File: config.mk
export PLATFORM = sky130hd
export DESIGN_NAME = wb_master_bridge
export DESIGN_NICKNAME = d
export VERILOG_FILES = /design/src/rtl/wb_master_bridge.sv
export SDC_FILE = /design/constraint.sdc
export NUM_CORES = 1
export LEC_CHECK = 0
export CORE_ASPECT_RATIO = 0.7
export CORE_MARGIN = 4
export CORE_UTILIZATION = 30
export CTS_CLUSTER_DIAMETER = 150
export DETAILED_ROUTE_END_ITERATION = 12
export PLACE_DENSITY = 0.71
export SYNTH_ARGS = -nofsm -noshare
export SYNTH_HDL_FRONTEND = slang
export SYNTH_SLANG_ARGS = --single-unit
File: constraint.sdc
create_clock -name clk -period 2.2 [get_ports clk]
set_input_delay 0.66 -clock clk [delete_from_list [all_inputs] [get_ports clk]]
set_output_delay 0.66 -clock clk [all_outputs]
set_load 0.01 [all_outputs]
File: src/rtl/wb_master_bridge.sv
// Single-word Wishbone B4 classic master fronting the core memory controller.
// state  | meaning
// S_IDLE | no cycle on the bus; a request with wbEnable=1 is latched here
// S_BUS  | cyc/stb held until ack, err or timeout
module wb_master_bridge #(
  parameter logic [3:0]  ADDRESS_PREFIX = 4'h3,
  parameter int unsigned TIMEOUT_CYCLES = 255
) (
  input  logic        clk,
  input  logic        rst,
  input  logic [27:0] wbAddress,
  input  logic [3:0]  wbByteSelect,
  input  logic        wbEnable,
  input  logic        wbWriteEnable,
  input  logic [31:0] wbDataWrite,
  output logic [31:0] wbDataRead,
  output logic        wbBusy,
  output logic        wbError,
  output logic        wb_cyc_o,
  output logic        wb_stb_o,
  output logic        wb_we_o,
  output logic [3:0]  wb_sel_o,
  output logic [31:0] wb_adr_o,
  output logic [31:0] wb_data_o,
  input  logic [31:0] wb_data_i,
  input  logic        wb_ack_i,
  input  logic        wb_err_i
);

  localparam int unsigned CW = (TIMEOUT_CYCLES == 0) ? 1 : $clog2(TIMEOUT_CYCLES + 1);
  localparam int unsigned TO_LAST_I = (TIMEOUT_CYCLES == 0) ? 0 : TIMEOUT_CYCLES - 1;
  localparam logic [CW-1:0] TO_LAST = CW'(TO_LAST_I);
  localparam bit TO_EN = (TIMEOUT_CYCLES != 0);

  typedef enum logic [0:0] {S_IDLE, S_BUS} state_t;

  state_t        state_q, state_d;
  logic          cyc_q, cyc_d;
  logic          we_q, we_d;
  logic [3:0]    sel_q, sel_d;
  logic [31:0]   adr_q, adr_d;
  logic [31:0]   wdat_q, wdat_d;
  logic [31:0]   rdat_q, rdat_d;
  logic          err_q, err_d;
  logic [CW-1:0] cnt_q, cnt_d;
  logic          timeout;
  logic          unused_addr_bits;

  assign unused_addr_bits = ^wbAddress[1:0];
  assign timeout = TO_EN && (cnt_q == TO_LAST);

  always_ff @(posedge clk or negedge rst) begin
    if (!rst) begin
      state_q <= S_IDLE;
      cyc_q   <= 1'b0;
      we_q    <= 1'b0;
      sel_q   <= 4'h0;
      adr_q   <= 32'h0;
      wdat_q  <= 32'h0;
      rdat_q  <= 32'hFFFF_FFFF;
      err_q   <= 1'b0;
      cnt_q   <= '0;
    end else begin
      state_q <= state_d;
      cyc_q   <= cyc_d;
      we_q    <= we_d;
      sel_q   <= sel_d;
      adr_q   <= adr_d;
      wdat_q  <= wdat_d;
      rdat_q  <= rdat_d;
      err_q   <= err_d;
      cnt_q   <= cnt_d;
    end
  end

  always_comb begin
    state_d = state_q;
    cyc_d   = cyc_q;
    we_d    = we_q;
    sel_d   = sel_q;
    adr_d   = adr_q;
    wdat_d  = wdat_q;
    rdat_d  = rdat_q;
    err_d   = 1'b0;
    cnt_d   = cnt_q;
    case (state_q)
      S_IDLE: begin
        if (wbEnable) begin
          state_d = S_BUS;
          cyc_d   = 1'b1;
          we_d    = wbWriteEnable;
          sel_d   = wbByteSelect;
          adr_d   = {ADDRESS_PREFIX, wbAddress[27:2], 2'b00};
          wdat_d  = wbWriteEnable ? wbDataWrite : 32'h0;
          cnt_d   = '0;
        end
      end
      S_BUS: begin
        cnt_d = cnt_q + CW'(1);
        // err outranks a simultaneous ack
        if (wb_err_i || timeout || wb_ack_i) begin
          if (wb_err_i || timeout) begin
            rdat_d = 32'hFFFF_FFFF;
            err_d  = 1'b1;
          end else if (!we_q) begin
            rdat_d = wb_data_i;
          end
          state_d = S_IDLE;
          cyc_d   = 1'b0;
          we_d    = 1'b0;
          sel_d   = 4'h0;
          adr_d   = 32'h0;
          wdat_d  = 32'h0;
          cnt_d   = '0;
        end
      end
      default: state_d = S_IDLE;
    endcase
  end

  assign wbBusy     = (state_q == S_BUS);
  assign wbError    = err_q;
  assign wbDataRead = rdat_q;
  assign wb_cyc_o   = cyc_q;
  assign wb_stb_o   = cyc_q;
  assign wb_we_o    = we_q;
  assign wb_sel_o   = sel_q;
  assign wb_adr_o   = adr_q;
  assign wb_data_o  = wdat_q;

endmodule
==> impl_metrics.toml, run 1 <==
[run_status]
outcome = "complete, no violations"

[cts]
cts-resized-gates = 0
cts_made_buffers = 9
cts_num_sinks = 106
postCtsSetupBuffers = 0
ctsHtreeMaxLevel = 3
cts_tree = "done"
clock_path_buffers = 2
root_buffer = "clkbuf_16"
path_clk_slew_ns = 0.07
postCtsHoldBufs = 0
insertion_delay_ns = 0.34

[critical_path]
cp_num_cells = 1
timing.rr.start = "cnt_q[0]"
crit_family = "buffers and inverters"
max_stage_delay_ns = 0.61
worstSetupStartpointType = "flop"
reg2regPathDepth = 8
worstSetupPathType = "reg2out"
crit_arrival_ns = 1.44
rrSetupSlack_ns = 0.35
crit_path_max_fanout = 10
cpMaxStageDelayCell = "clkdlybuf4s50_1"
path_cells = "clkdlybuf4s50_1"
required_ns = 1.54
crit_start = "wbBusy"
cp-end-kind = "primary output"
critPathBufInv = 1
reg2reg_to = "wbDataRead[12]"

[route]
drt_wl_total_um = 12000
via_per_inst = 4.75
vias = 3496
drtIter0Drc = 83
dr.pass1.iters = 4
ant_nets = 0
wl_per_cell_um = 16.3
drc = 0

[run]
maxCapViolCount = 0

[placed_design]
post-place-cells = 720
hpwl_um = 8440
io_buffers = 200
gp_congestion = 0.776
post-place-ws_ns = -0.235

[timing]
worst_slew_pin_slew_ns = 0.574
finalCriticalPeriod_ns = 2.10
hold_violations = 0
slew_violations = 0
grt_setup_unrepaired = "false"
fin_skew_ns = 0.00800
fin_crit_sh = 0.955
setup_slack_ns = 0.0999
slew_headroom = 0.617
setup_viol = 0
fmax_mhz = 476

[power]
report.power.total_mw = 5.30
ir_drop_mv = 0.376
leakage_nw = 2.76
p_per_area_nw_per_um2 = 780

[synth]
postSynthAreaPerCell_sq_um = 11.9
ys_seq_area_frac = 0.642
postSynthCellCount = 353
synth-seq-cells = 106
synth_adder_area_share = 0.00596
synthSimpleGateAreaFrac = 0.0674
ys_types = 39
synth_edf_count = 0
async_flop_share = 1.00
yosys.area_share.xor_xnor = 0.00209
syn_area_sq_um = 4200
synth_compound_area_frac = 0.235
synth_top_family_by_area = "compound AO/OA/AOI/OAI gates"
synth_mux_area_frac = 0.00239
ys.flop_type = "dfrtp_1"
yosys_warnings = 0

[die]
die_area_sq_um = 16000
placement_rows = 35
die_w_um = 149
dieHeight_um = 107
core_area_sq_um = 13400
start_util = 0.313
ios = 207

[global_routing]
antenna_found_initial = 0
grt_max_degree = 107
grt_util_all_layers = 0.149
grt_pass1_wl_um = 19200
grt-ovfl-total = 0
grt_pass1_vias = 3631

[layout]
antennaDiodeCount = 0
fin_cells = 736
post_route_cells_drive_above_1_share = 0.125
fin_nets = 650
syn_to_final_growth_pct = 61.9
final_core_util = 0.507

[hold_path]
hold_class = "in2async"
area by class of cell:
| cell class | count | area [sq um] |
|---|---|---|
| clock buffers | 9 | 225 |
| flip-flops and latches | 106 | 2690 |
| multi-input cells | 213 | 1340 |
| repair buffers | 214 | 2190 |
| fillers | 1202 | 6610 |
| well taps | 185 | 231 |
| inverters | 2 | 7.51 |
| clock inverters | 7 | 109 |
kinds of logic after synthesis:
| group | Yosys count |
|---|---|
| compound gates | 144 |
| simple gates | 61 |
| flops | 106 |
| other cells | 1 |
| xor+xnor | 1 |
| mux | 1 |
| fa+ha+maj | 2 |
| buf+inv | 37 |
cells in the final DEF (no fill, tap or decap), types with 2 or more instances in the layout:
| master | instances |
|---|---|
| clkdlybuf4s50_1 | 199 |
| dfrtp_1 | 74 |
| o21ai_0 | 68 |
| nand2_1 | 42 |
| o22a_1 | 32 |
| dfstp_2 | 32 |
| a22o_1 | 31 |
| clkbuf_16 | 9 |
| buf_4 | 8 |
| buf_12 | 7 |
| a31oi_1 | 4 |
| conb_1 | 4 |
| inv_1 | 2 |
| and2b_1 | 2 |
| and3_1 | 2 |
| a21oi_1 | 2 |
| nand3_1 | 2 |
| ha_1 | 2 |
| bufinv_16 | 2 |
| clkinv_4 | 2 |
| inv_8 | 2 |
report_power, final:
part,internal [mW],switching [mW],leakage (nW)
Combinational,0.707,0.478,1.28
Clock,1.02,0.754,0.164
Sequential,2.21,0.123,1.32
Total,3.94,1.36,2.76
metal layers:
metal  vias up  global-route usage  share of wire
li1       1646                   -              -
met1      1701               0.188           0.43
met2       137               0.241           0.48
met3        12              0.0566          0.083
met4         0              0.0398          0.014
met5         -                   0              0
how the worst max path moves through the flow:
stage,end,slack (ns)
global route,wb_data_o[22],0.007
finish,wbBusy,0.1
detailed placement,wb_data_o[20],-0.23
CTS,wbBusy,0.07
floorplan,cnt_q[5],0.32
global placement,cnt_q[4],-0.20
state kept, by name, indices dropped and copies added (netlist names):
register / count
cnt_q: 8
wbBusy: 1
wbDataRead: 32
wbError: 1
wb_adr_o: 27
wb_data_o: 32
wb_sel_o: 4
wb_we_o: 1
stage by stage:
| step | hold slack [ns] | area (sq um) | TNS (ns) |
|---|---|---|---|
| floorplan | 0.364 | 4210 | 0 |
| global placement | 0.477 | 6460 | -7.46 |
| detailed placement | 0.483 | 6460 | -8.98 |
| CTS | 0.407 | 6790 | 0 |
| global route | 0.424 | 6790 | 0 |
| finish | 0.378 | 6790 | 0 |
synthesized netlist by cell type, types with 3 or more instances:
cell       n  area share
a21oi_1    3      0.0036
a22o_1    31       0.065
a31oi_1    4      0.0060
buf_2      6      0.0072
buf_4      8       0.014
clkbuf_1  17       0.015
clkbuf_2   3      0.0036
dfrtp_1   74        0.44
dfstp_2   32        0.20
nand2_1   42       0.038
o21ai_0   68       0.081
o22a_1    32       0.067
Power figures use the tool's default switching activity.
==> run 2, diff against run 1 <==
--- a/config.mk
+++ b/config.mk
@@ -8,7 +8,6 @@
 export CORE_ASPECT_RATIO = 0.7
 export CORE_MARGIN = 4
 export CORE_UTILIZATION = 30
-export CTS_CLUSTER_DIAMETER = 150
 export DETAILED_ROUTE_END_ITERATION = 12
 export PLACE_DENSITY = 0.71
 export SYNTH_ARGS = -nofsm -noshare
==> results of run 2 <==
Same layout as run 1: the final DEF is identical, and so are final timing and power.
==> run 3, diff against run 2 <==
--- a/config.mk
+++ b/config.mk
@@ -9,6 +9,7 @@
 export CORE_MARGIN = 4
 export CORE_UTILIZATION = 30
 export DETAILED_ROUTE_END_ITERATION = 12
+export GPL_TIMING_DRIVEN = 0
 export PLACE_DENSITY = 0.71
 export SYNTH_ARGS = -nofsm -noshare
 export SYNTH_HDL_FRONTEND = slang
==> constraint.sdc (replaced) <==
create_clock -name clk -period 2.1 [get_ports clk]
set_input_delay 0.63 -clock clk [delete_from_list [all_inputs] [get_ports clk]]
set_output_delay 0.63 -clock clk [all_outputs]
set_load 0.01 [all_outputs]
==> run 3 against run 2 <==
  * Final cell count up 3.5%
  * Core utilization grew 0.17 points
  * Via count rose by 1.7%
  * Clock skew decreased by 0.00056 ns
  * Largest cell class unchanged
==> impl_metrics.toml, run 3 (synthesized netlist as in run 1, its figures left out) <==
[critical_path]
required_ns = 2.35
crit_path_max_fanout = 8
worstSetupStartpointType = "input port"
rrSetupSlack_ns = 0.19
reg2reg_to = "wbDataRead[22]"
cpMaxStageDelayCell = "or4_1"
critPathBufInv = 1
crit_family = "simple AND/OR/NAND/NOR gates"
worstSetupPathType = "in2reg"
path_cells = "clkdlybuf4s50_1 -> or3b_4 -> a21o_4 -> or4_1 -> o221ai_1"
timing.rr.start = "cnt_q[0]"
cp-end-kind = "flop"
reg2regPathDepth = 8
crit_arrival_ns = 2.32
max_stage_delay_ns = 0.48

[route]
wl_per_cell_um = 16.4
drc = 0
ant_nets = 0
vias = 3557
drt_wl_total_um = 12500
drtIter0Drc = 150
via_per_inst = 4.67
dr.pass1.iters = 4

[cts]
cts_tree = "done"
cts_num_sinks = 106
path_clk_slew_ns = 0.07
cts_made_buffers = 9
clock_path_buffers = 2
root_buffer = "clkbuf_16"
insertion_delay_ns = 0.34
ctsHtreeMaxLevel = 3

[power]
sw_frac_of_total = 0.263
leakage_nw = 2.79
internal_power_mw = 3.88
p_sw_mw = 1.38
pwr-share-comb = 0.239
clkPwrFrac = 0.296
p_seq_frac = 0.465
ir_drop_mv = 0.407
p_per_area_nw_per_um2 = 772
report.power.total_mw = 5.26

[layout]
fin_nets = 676
mostFrequentLayoutCells = "199 x clkdlybuf4s50_1, 72 x dfrtp_1, 68 x o21ai_0, 42 x nand2_1"
antennaDiodeCount = 0
post_route_cells_drive_above_1_share = 0.146
final_core_util = 0.509
final_common_cell = "clkdlybuf4s50_1"
syn_to_final_growth_pct = 62.5
fin_cells = 762
fill_cells = 1216

[timing]
setup_slack_ns = 0.0293
fin_skew_ns = 0.00744
finalCriticalPeriod_ns = 2.07
fmax_mhz = 483
slew_headroom = 0.575
hold_violations = 0
fin_crit_sh = 0.986
slew_violations = 0
setup_viol = 0
grt_setup_unrepaired = "true"
worst_slew_pin_slew_ns = 0.637

[die]
ios = 207
placement_rows = 35
die_w_um = 149
start_util = 0.313
die_area_sq_um = 16000
dieHeight_um = 107
core_area_sq_um = 13400

[global_routing]
grt_util_all_layers = 0.156
grt-ovfl-total = 0
grt_pass1_wl_um = 19900
grt_max_degree = 60
grt_pass1_vias = 3759
antenna_found_initial = 0

[placed_design]
io_buffers = 200
gp_congestion = 0.829
hpwl_um = 9420
post-place-cells = 742
post-place-ws_ns = -0.488

[hold_path]
hold_class = "in2async"

[run_status]
outcome = "complete, no violations"

[run]
maxCapViolCount = 0
[run 3: metal layers]
| layer | global-route usage | wire [um] |
|---|---|---|
| met1 | 0.202 | 5390 |
| met2 | 0.249 | 6000 |
| met3 | 0.0613 | 1090 |
| met4 | 0.0294 | 37 |
| met5 | 0 | 0 |
[run 3: final cells by class]
class                   instances  area, sq um  area share
clock buffers                  11          233      0.0341
multi-input cells             213         1350       0.198
well taps                     185          231      0.0340
clock inverters                 5         37.5     0.00551
plain buffers                  35          203      0.0297
flip-flops and latches        106         2700       0.395
inverters                       2         7.51     0.00110
repair buffers                205         2060       0.302
[run 3: how the worst max path moves through the flow]
stage	from	end	slack, ns	cells after the start
floorplan	wb_err_i	cnt_q[5]	0.25	4
global placement	rst	wb_adr_o[12]	-3.50	1
detailed placement	wb_ack_i	cnt_q[7]	-0.49	7
CTS	wb_err_i	wb_data_o[23]	-0.002	6
global route	wb_err_i	wb_data_o[0]	-0.003	6
finish	wb_err_i	cnt_q[5]	0.03	5
[run 3: power groups by stage]
stage          Combinational (mW)  Clock (mW)  Sequential, mW
3_5_place_dp                 1.26           0            2.48
3_3_place_gp                 1.23           0            2.47
5_1_grt                      1.36        1.72            2.48
6_report                     1.26        1.56            2.45
4_1_cts                      1.26        1.62            2.45
2_1_floorplan               0.345           0            2.58
[run 3: what timing repair did]
action                                  CTS  global route
resized for setup                         6            25
gates cloned                              0             0
setup buffers                             0             4
hold buffers                              0             0
pin swaps                                 1             1
hold endpoints to repair                  0             0
endpoints found under the setup margin   72            71
[run 3: through the flow]
stage	instance area [sq um]	setup TNS (ns)	hold slack [ns]
2_1_floorplan	4210	0	0.334
3_3_place_gp	6440	-359.21	0.472
3_5_place_dp	6460	-32.03	0.488
4_1_cts	6750	-0.00401	0.328
5_1_grt	6820	-0.00590	0.345
6_report	6820	0	0.307
